**config.mk**
```make
export PLATFORM = sky130hd
export DESIGN_NAME = adder_sequencer_flat
export DESIGN_NICKNAME = d
export VERILOG_FILES = /design/src/rtl/adder_sequencer_if.sv /design/src/rtl/adder_sequencer.sv /design/src/flat_wrapper.sv
export SDC_FILE = /design/constraint.sdc
export NUM_CORES = 1
export LEC_CHECK = 0
export BUFFER_PORTS_ARGS = -buffer_cell sky130_fd_sc_hd__buf_2
export CAP_MARGIN = 10
export CORE_MARGIN = 2
export CORE_UTILIZATION = 51
export CTS_CLUSTER_SIZE = 20
export DETAILED_ROUTE_END_ITERATION = 6
export PLACE_DENSITY = 0.8
export REMOVE_ABC_BUFFERS = 1
export SYNTH_ARGS = -nofsm -noshare
export SYNTH_HDL_FRONTEND = slang
export SYNTH_SLANG_ARGS = --single-unit
```
**constraint.sdc**
```tcl
create_clock -name clk -period 2.2 [get_ports clk]
set_clock_uncertainty 0.05 [all_clocks]
set_input_delay 0.11 -clock clk [delete_from_list [all_inputs] [get_ports clk]]
set_output_delay 0.11 -clock clk [all_outputs]
set_load 0.1 [all_outputs]
```
**src/rtl/adder_sequencer_if.sv**
```systemverilog
// Command handshake bundle for adder_sequencer: valid/ready plus opcode and immediate.
interface adder_sequencer_if;
    logic       cmd_valid;
    logic       cmd_ready;
    logic [2:0] cmd_op;
    logic [7:0] cmd_data;

    modport master (output cmd_valid, output cmd_op, output cmd_data, input cmd_ready);
    modport slave  (input cmd_valid, input cmd_op, input cmd_data, output cmd_ready);
endinterface

```
**src/rtl/adder_sequencer.sv**
```systemverilog
// Command-driven control sequencer for the 8-bit accumulator/B-register/ALU datapath.
// Sequences datapath strobes per command and latches ALU carry/zero after arithmetic.
module adder_sequencer (
    input  logic                clk,
    input  logic                rst,
    adder_sequencer_if.slave    cmd,
    input  logic                cf_in,
    input  logic                zf_in,
    output logic [7:0]          bus_data,
    output logic                n_la,
    output logic                n_lb,
    output logic                e_a,
    output logic                e_u,
    output logic                sub,
    output logic                out_sel,
    output logic                done,
    output logic                cf,
    output logic                zf,
    output logic                err,
    output logic                halted
);

    typedef enum logic [2:0] {
        S_IDLE,
        S_T1,
        S_T2,
        S_T3,
        S_DONE,
        S_HALT
    } state_t;

    typedef enum logic [2:0] {
        OP_NOP = 3'b000,
        OP_LDA = 3'b001,
        OP_ADD = 3'b010,
        OP_SUB = 3'b011,
        OP_OUT = 3'b100,
        OP_CLR = 3'b101,
        OP_HLT = 3'b110,
        OP_ILL = 3'b111
    } op_t;

    state_t     state_q;
    state_t     state_d;
    op_t        op_q;
    logic [7:0] data_q;
    logic       accept;

    assign cmd.cmd_ready = (state_q == S_IDLE) && !rst;
    assign accept        = cmd.cmd_valid && cmd.cmd_ready;
    assign done          = (state_q == S_DONE);
    assign halted        = (state_q == S_HALT);

    always_ff @(posedge clk) begin
        if (rst) begin
            state_q <= S_IDLE;
            op_q    <= OP_NOP;
            data_q  <= '0;
            cf      <= 1'b0;
            zf      <= 1'b0;
            err     <= 1'b0;
        end else begin
            state_q <= state_d;
            if (accept) begin
                op_q   <= op_t'(cmd.cmd_op);
                data_q <= cmd.cmd_data;
            end
            if (state_q == S_T1 && op_q == OP_ILL) begin
                err <= 1'b1;
            end
            // ALU flags are only meaningful while e_u drives the bus, i.e. in T3
            if (state_q == S_T3) begin
                cf <= cf_in;
                zf <= zf_in;
            end
        end
    end

    always_comb begin
        state_d  = state_q;
        bus_data = '0;
        n_la     = 1'b1;
        n_lb     = 1'b1;
        e_a      = 1'b0;
        e_u      = 1'b0;
        sub      = 1'b0;
        out_sel  = 1'b0;
        case (state_q)
            S_IDLE: begin
                if (accept) begin
                    state_d = S_T1;
                end
            end
            S_T1: begin
                case (op_q)
                    OP_LDA, OP_ADD, OP_SUB: begin
                        bus_data = data_q;
                        state_d  = S_T2;
                    end
                    OP_CLR: state_d = S_T2;
                    OP_OUT: begin
                        e_a     = 1'b1;
                        out_sel = 1'b1;
                        state_d = S_DONE;
                    end
                    OP_HLT:  state_d = S_HALT;
                    default: state_d = S_DONE;
                endcase
            end
            S_T2: begin
                // Operand registered in T1 is on the bus now: B for arithmetic, A for loads
                if (op_q == OP_ADD || op_q == OP_SUB) begin
                    n_lb    = 1'b0;
                    state_d = S_T3;
                end else begin
                    n_la    = 1'b0;
                    state_d = S_DONE;
                end
            end
            S_T3: begin
                e_u     = 1'b1;
                n_la    = 1'b0;
                sub     = (op_q == OP_SUB);
                state_d = S_DONE;
            end
            S_DONE:  state_d = S_IDLE;
            S_HALT:  state_d = S_HALT;
            default: state_d = S_IDLE;
        endcase
    end

endmodule

```
**src/flat_wrapper.sv**
```systemverilog
// flat-port wrapper written by rule: the top's interface ports become plain ports
module adder_sequencer_flat 
  (clk, rst, cf_in, zf_in, bus_data, n_la, n_lb, e_a, e_u, sub, out_sel, done, cf, zf, err, halted, cmd_cmd_valid, cmd_cmd_op, cmd_cmd_data, cmd_cmd_ready);
  adder_sequencer_if cmd_i ();
  input  logic clk;
  input  logic rst;
  input  logic cf_in;
  input  logic zf_in;
  output logic [7:0] bus_data;
  output logic n_la;
  output logic n_lb;
  output logic e_a;
  output logic e_u;
  output logic sub;
  output logic out_sel;
  output logic done;
  output logic cf;
  output logic zf;
  output logic err;
  output logic halted;
  input wire logic [$bits(cmd_i.cmd_valid)-1:0] cmd_cmd_valid;
  input wire logic [$bits(cmd_i.cmd_op)-1:0] cmd_cmd_op;
  input wire logic [$bits(cmd_i.cmd_data)-1:0] cmd_cmd_data;
  output wire logic [$bits(cmd_i.cmd_ready)-1:0] cmd_cmd_ready;
  assign cmd_i.cmd_valid = cmd_cmd_valid;
  assign cmd_i.cmd_op = cmd_cmd_op;
  assign cmd_i.cmd_data = cmd_cmd_data;
  assign cmd_cmd_ready = cmd_i.cmd_ready;
  adder_sequencer u_core (.clk(clk), .rst(rst), .cmd(cmd_i), .cf_in(cf_in), .zf_in(zf_in), .bus_data(bus_data), .n_la(n_la), .n_lb(n_lb), .e_a(e_a), .e_u(e_u), .sub(sub), .out_sel(out_sel), .done(done), .cf(cf), .zf(zf), .err(err), .halted(halted));
endmodule
```
Word level (Yosys, flattened, before mapping). Cells that the tools add are included.

Eq/ne operators: 13. Mux-type cells: 14. Reductions and logical operators: 8.

Operator list (count): 3-bit == test (second input constant) (6); 8-bit two-way mux (2); 3-bit one-hot mux with 5 select lines (1); 3-bit by 2-bit == test with 1-bit output (second input constant) (4); 1-bit two-way mux (7); 3-bit by 1-bit == test with 1-bit output (second input constant) (2); 3-bit two-way mux (2); 3-bit one-hot mux with 2 select lines (1); 4-bit OR reduction (1); 1-bit logical AND (3); 3-bit zero test (1); 3-bit OR reduction (1); 2-bit by 1-bit != test with 1-bit output (second input constant) (1); 1-bit one-hot mux with 2 select lines (1); 1-bit zero test (1); 1-bit logical OR (1).

Register bits after elaboration: 17. Input port bits: 16. Word-level logic and storage cells: 41.

Depth between registers and ports, before layout. Gate-level depths: netlist (run 1).

Depth after elaboration: 5. Mapped depth: 5.

Worst setup path after synthesis (run 1). OpenSTA, ideal clock, no wires.

Path kind: reg-to-output. Start point: register u_core.state_q[0]. End point: output port out_sel. Data arrival time: 3.713 ns. Path slack: -1.673 ns. Cell stages (with the launch flop): 6. Buffers on the path: 2. Cells stage by stage: dfxtp_1 -> buf_6 -> nand2b_2 -> or3b_2 -> nor3_1 -> buf_4.

Word-level cells in the longest chain between the ends: 2.

Ends and longest elaborated chain: start, declared (line adder_sequencer.sv:43) `state_t state_q;`; start signal, assigned (line adder_sequencer.sv:63) `state_q <= state_d;`; 3-bit by 1-bit == test with 1-bit output; 1-bit two-way mux; end, declared (line flat_wrapper.sv:15) `output logic out_sel;`.

Every way passes these cells.

Worst setup path in the final report (run 1).
Start point: register u_core.state_q[1]. End point: output port out_sel.

Word-level cells in the longest chain between the ends: 2.

Ends and longest elaborated chain: 3-bit by 1-bit == test with 1-bit output (line adder_sequencer.sv:88) `case (state_q)`; 1-bit two-way mux (line adder_sequencer.sv:88).

Every way passes these cells.

==> metrics.txt, run 1 <==
CTS buffer count=3; 1st-iter DRT viols=8; num ports=36; Setup TNS=0 ps; final worst slack=109 ps; root buf cell=clkbuf_4; status=complete, no violations; #FFs+latches synth=17; CP max-delay cell=or3b_2; Chip Height=46.8 um; post-synth cell types=34; Worst-Margin Slew=488 ps; arrival time worst endpoint=1930 ps; Hold Fails Final Rpt=0; antenna viol nets, final=0; Synth Warn #=0; num rows=15; Flop pwr share=47.1%; IO Port Bufs=35; async set-reset flop share out of synthesis=0%; reg-to-reg setup timing slack=610 ps; count leader, synth=dfxtp_1; Final min period=2090 ps; Primary FF master, synth=dfxtp_1; vias in the first global route=808; n_diodes=0; startpoint type of the worst setup path=flip-flop; Initial Utilization=54.1%; cell area after synthesis=935 um2; met2 wire length=1100 um; Buf/Inv on CP=2; Die ar.=2190 um2; crit-path max FO=12; die width=46.8 um; P_int=518 uW; final wirelength=2270 um; peak supply drop=0.461 mV; RSZ-0062 raised after global routing=false; first-pass GRT wire length=3310 um; switching share of power=34.2%; Logic pwr share=31.8%; post-CTS setup buffer count=0; clock network fraction of design power=21.1%; share of layout cells above drive strength 1=41.7%; Avg Cell Area, Syn=9.94 um2; H-Tree Depth=1; HPWL after DPL=1480 um; endpoint type of the worst setup path=output pin; drt first pass iters=4; Final setup viols=0; worst slack, placed=323 ps; cells after synthesis=94; M1 wire length=974 um; final net count=156; HP Class=in -> reg; Synth area leaders=dfxtp_1 36%, mux2_4 16%, nor2b_1 8.0%, and2_1 5.4%, buf_6 3.6%; post-route insts no fill=164; worst path required time=2040 ps; Vias/cell=4.95; crit share post-route=95.0%; # fillers=102; grt ovf=0; share of the yosys chip area belonging to registers=36.4%; Longest Clk Path Bufs=2; FMAX=478 MHz; Routed WL per cell=13.9 um; placed cell count=149; max-cap violation count=0; CORE AREA=1730 um2; relative slew slack=67.7%; Top Layer Used=met4; WL met3=147 um; Layout area overhead=48.9%; largest net degree at the start of global routing=18; initial antenna violation count=0; family with the most delay on the worst path=simple AND/OR/NAND/NOR gates; Reg clk slew, reported paths=90 ps; CTS tree=done; Clock Latency Late Sink=290 ps; Crit path largest cell delay=470 ps; GP Congestion=0.890; Post-route DRC=0; critical path class=reg -> out; GR Util All Layers=21.5%; final-report max-slew violation count=0; DR vias=811; leakage=0.000624 uW; power density over the cells=566 nW/um2; Psw=270 uW; clk sink count=17; area leader, netlist=dfxtp_1; commonest cells in the netlist=17 x dfxtp_1, 12 x nor2b_1, 10 x mux2_4; Yosys top cell area share=36.4%; Post-synth EDFFs=0; CP Cell Sequence=nand2b_2, or3b_2, nor3_1, buf_4, buf_12
[logic make-up (layout without fill, tap and decap cells)]
kind of cell | Yosys count | in the layout | synth area share (%)
buffers and inverters | 9 | 54 | 6.56
AOI/OAI and AO/OA | 9 | 9 | 6.29
and+or+nand+nor | 45 | 45 | 30.4
muxes | 13 | 13 | 19.4
xor gates and xnor gates | 1 | 1 | 0.937
DFF | 17 | 17 | 36.4
[stage by stage]
| step | hold slack [ps] | total power [uW] | area (um2) | util [%] |
|---|---|---|---|---|
| 5_1_grt | 33.6 | 824 | 1390 | 80.6 |
| 2_1_floorplan | 132 | 542 | 881 | - |
| 4_1_cts | 0.690 | 785 | 1370 | 79.3 |
| 3_5_place_dp | 291 | 610 | 1250 | 72.5 |
| 3_3_place_gp | 286 | 602 | 1250 | 72.5 |
| 6_report | 5.98 | 788 | 1390 | 80.6 |
[state kept, by name, summed over array words and instances (netlist names)]
name            count
u_core.data_q       8
u_core.state_q      3
u_core.op_q         3
u_core.cf           1
u_core.err          1
u_core.zf           1
[cell type report]
| class | instances | area (um2) | area share (%) |
|---|---|---|---|
| Multi-Input combinational cell | 68 | 533 | 38.3 |
| Sequential cell | 17 | 343 | 24.6 |
| Clock buffer | 4 | 26.3 | 1.89 |
| Timing Repair Buffer | 48 | 450 | 32.4 |
| Inverter | 2 | 7.51 | 0.540 |
| Tap cell | 25 | 31.3 | 2.25 |
[final timing paths]
kind	start	endpoint	depth (start not counted)
hold reg to reg	u_core.err	u_core.err	2
setup / recovery	u_core.state_q[1]	out_sel	5
setup reg to reg	u_core.state_q[2]	u_core.data_q[5]	3
hold / removal	zf_in	u_core.zf	3
[cell usage in the layout (no fill, tap or decap), types with 3 or more instances in the layout]
cell           instances
buf_2                 25
dfxtp_1               15
nor2b_1               12
dlygate4sd3_1         11
mux2_4                10
buf_12                10
nor2_1                 8
and2_1                 8
nor3_1                 3
clkbuf_4               3
[worst reg2reg max path: stages, from the launching register on]
cell	delay, ps
dfxtp_1	440
nor4_4	350
nand2_2	280
mux2_4	380
[metal layers]
metal / vias to the layer above / track usage (%)
li1: 406 / -
met1: 369 / 24.6
met2: 28 / 36.2
met3: 8 / 7.31
met4: 0 / 10.0
met5: - / 0
[power by group through the flow]
stage                     combinational [uW]  sequential (uW)  clock, uW
after floorplan                          175              368          0
after global routing                     265              375        184
after CTS                                247              370        168
after global placement                   230              373          0
final                                    251              371        166
after detailed placement                 235              376          0
[what timing repair did]
item | in CTS | in global routing
hold endpoints to repair | 9 | 2
endpoints found under the setup margin | 1 | 2
hold buffers | 9 | 2
gates resized for setup | 1 | 1
(Power assumes the default switching activity.)
==> inputs of run 2 (changes only) <==
CORE_MARGIN = 5   (was 2)
==> metrics.txt, run 2 (same netlist as run 1, synthesis figures left out) <==
status=complete, no violations (unchanged); Vias/cell=5.16 (was 4.95); startpoint type of the worst setup path=flip-flop (unchanged); FMAX=495 MHz (was 478 MHz); leakage=0.000631 uW (was 0.000624 uW); overall power=807 uW (was 788 uW); n_diodes=0 (unchanged); CTS tree=done (unchanged); IO Port Bufs=35 (unchanged); most common cell after layout, fill and taps aside=buf_2 (unchanged); Initial Utilization=54.1% (unchanged); grt ovf=0 (unchanged); relative slew slack=67.2% (was 67.7%); Die ar.=2790 um2 (was 2190 um2); arrival time worst endpoint=1860 ps (was 1930 ps); Reg2Reg Capture Point=u_core.data_q[0] (was u_core.data_q[5]); antenna viol nets, final=0 (unchanged); Hold WS=1.46 ps (was 5.98 ps); vias in the first global route=893 (was 808); 1st-iter DRT viols=28 (was 8); worst slack, placed=230 ps (was 323 ps); Final Util=81.5% (was 80.6%); Reg clk slew, reported paths=110 ps (was 90 ps); peak supply drop=0.405 mV (was 0.461 mV); Worst-Margin Slew=495 ps (was 488 ps); max-cap violation count=0 (unchanged); HP Class=in -> reg (unchanged); num rows=15 (unchanged); endpoint type of the worst setup path=output pin (unchanged); share of layout cells above drive strength 1=42.4% (was 41.7%); Routed WL per cell=16.3 um (was 13.9 um); reg-to-reg setup timing slack=550 ps (was 610 ps); area of the multi-input gates=547 um2 (was 533 um2); final-report max-slew violation count=0 (unchanged); H-Tree Depth=1 (unchanged); final worst slack=179 ps (was 109 ps); Clock Latency Late Sink=300 ps (was 290 ps); commonest non-fill, non-tap cells in the layout=25 x buf_2, 16 x dfxtp_1, 12 x nor2b_1 (was 25 x buf_2, 15 x dfxtp_1, 12 x nor2b_1); Chip Height=52.8 um (was 46.8 um); worst hold start=cf_in (was zf_in); DR vias=847 (was 811); Final min period=2020 ps (was 2090 ps); Largest regs=u_core.data_q x8, u_core.op_q x3, u_core.state_q x3 (unchanged); critical path class=reg -> out (unchanged); Layout area overhead=50.6% (was 48.9%); Hold Fails Final Rpt=0 (unchanged); HPWL after DPL=1570 um (was 1480 um); Reg2Reg Depth=3 (unchanged); final net count=156 (unchanged); Worst Hold End=u_core.cf (was u_core.zf); power density over the cells=573 nW/um2 (was 566 nW/um2); RSZ-0062 raised after global routing=false (unchanged); crit-path max FO=11 (was 12); GR Util All Layers=21.6% (was 21.5%); die width=52.8 um (was 46.8 um); Most flops, register=u_core.data_q (unchanged); num ports=36 (unchanged); GP Congestion=0.877 (was 0.890); # fillers=97 (was 102); Setup TNS=0 ps (unchanged); post-CTS setup buffer count=0 (unchanged); drt first pass iters=4 (unchanged); initial antenna violation count=0 (unchanged); depth of the worst hold-timing path=3 (unchanged); CTS buffer count=3 (unchanged); Critical R2R Launch=u_core.state_q[2] (unchanged); Reg area=344 um2 (was 343 um2); max reg flops=8 (unchanged); crit share post-route=91.8% (was 95.0%); Longest Clk Path Bufs=2 (unchanged); clk sink count=17 (unchanged); Final setup viols=0 (unchanged); Post-route DRC=0 (unchanged); largest net degree at the start of global routing=18 (unchanged); first-pass GRT wire length=4280 um (was 3310 um); CORE AREA=1730 um2 (unchanged); root buf cell=clkbuf_4 (unchanged); final wirelength=2670 um (was 2270 um); worst path required time=2040 ps (about the same)
-- run 2: cell count changes in the layout (fill, tap and decap cells not counted), sizes merged --
cell,previous run,this run
clkinv,0,1
clkbuf,4,3
-- run 2: metrics by stage --
| step | std cells | area [um2] |
|---|---|---|
| 6_report | 164 | 1410 |
| 4_1_cts | 163 | 1390 |
| 3_3_place_gp | 149 | 1250 |
| 3_5_place_dp | 149 | 1250 |
| 2_1_floorplan | 87 | 881 |
| 5_1_grt | 164 | 1410 |
-- run 2: area by class of cell --
type	instances	area share (%)
Multi-Input combinational cell	68	38.8
Timing Repair Buffer	48	32.0
Sequential cell	17	24.4
Tap cell	25	2.22
Clock buffer	3	1.60
Inverter	2	0.533
Clock inverter	1	0.356
-- run 2: worst max-delay path, stage by stage (launching register included) --
cell and delay [ps]:
dfxtp_4 440, nand2b_2 130, or3b_2 490, nor3_2 150
buf_4 170, buf_12 170
-- run 2: power breakdown --
part	switching, uW	internal (uW)	total [uW]
clock network	105	67.8	172
logic	148	112	261
registers	37.8	336	374
-- run 2: what timing repair did --
action	4_1_cts	5_1_grt
resized for setup	2	2
hold buffers	10	1
pin swaps	0	0
setup endpoints to repair	10	2
endpoints found under the hold margin	10	1
-- run 2: routing by layer --
layer	global-route usage, %	vias up	routed length [um]
met5	0	-	0
met4	10.2	0	64
met3	6.84	8	176
met2	36.6	32	1430
met1	24.2	399	996
li1	-	408	-
-- run 2: worst max path at each step --
stage                      startpoint     endpoint  slack, ps  depth (start not counted)
finish              u_core.state_q[0]          e_a        180                          5
global placement    u_core.state_q[0]  bus_data[0]        310                          4
global route        u_core.state_q[0]          e_a         70                          5
CTS                 u_core.state_q[0]          e_a        130                          5
detailed placement  u_core.state_q[0]  bus_data[6]        230                          4
floorplan           u_core.state_q[0]          e_a      -3080                          3
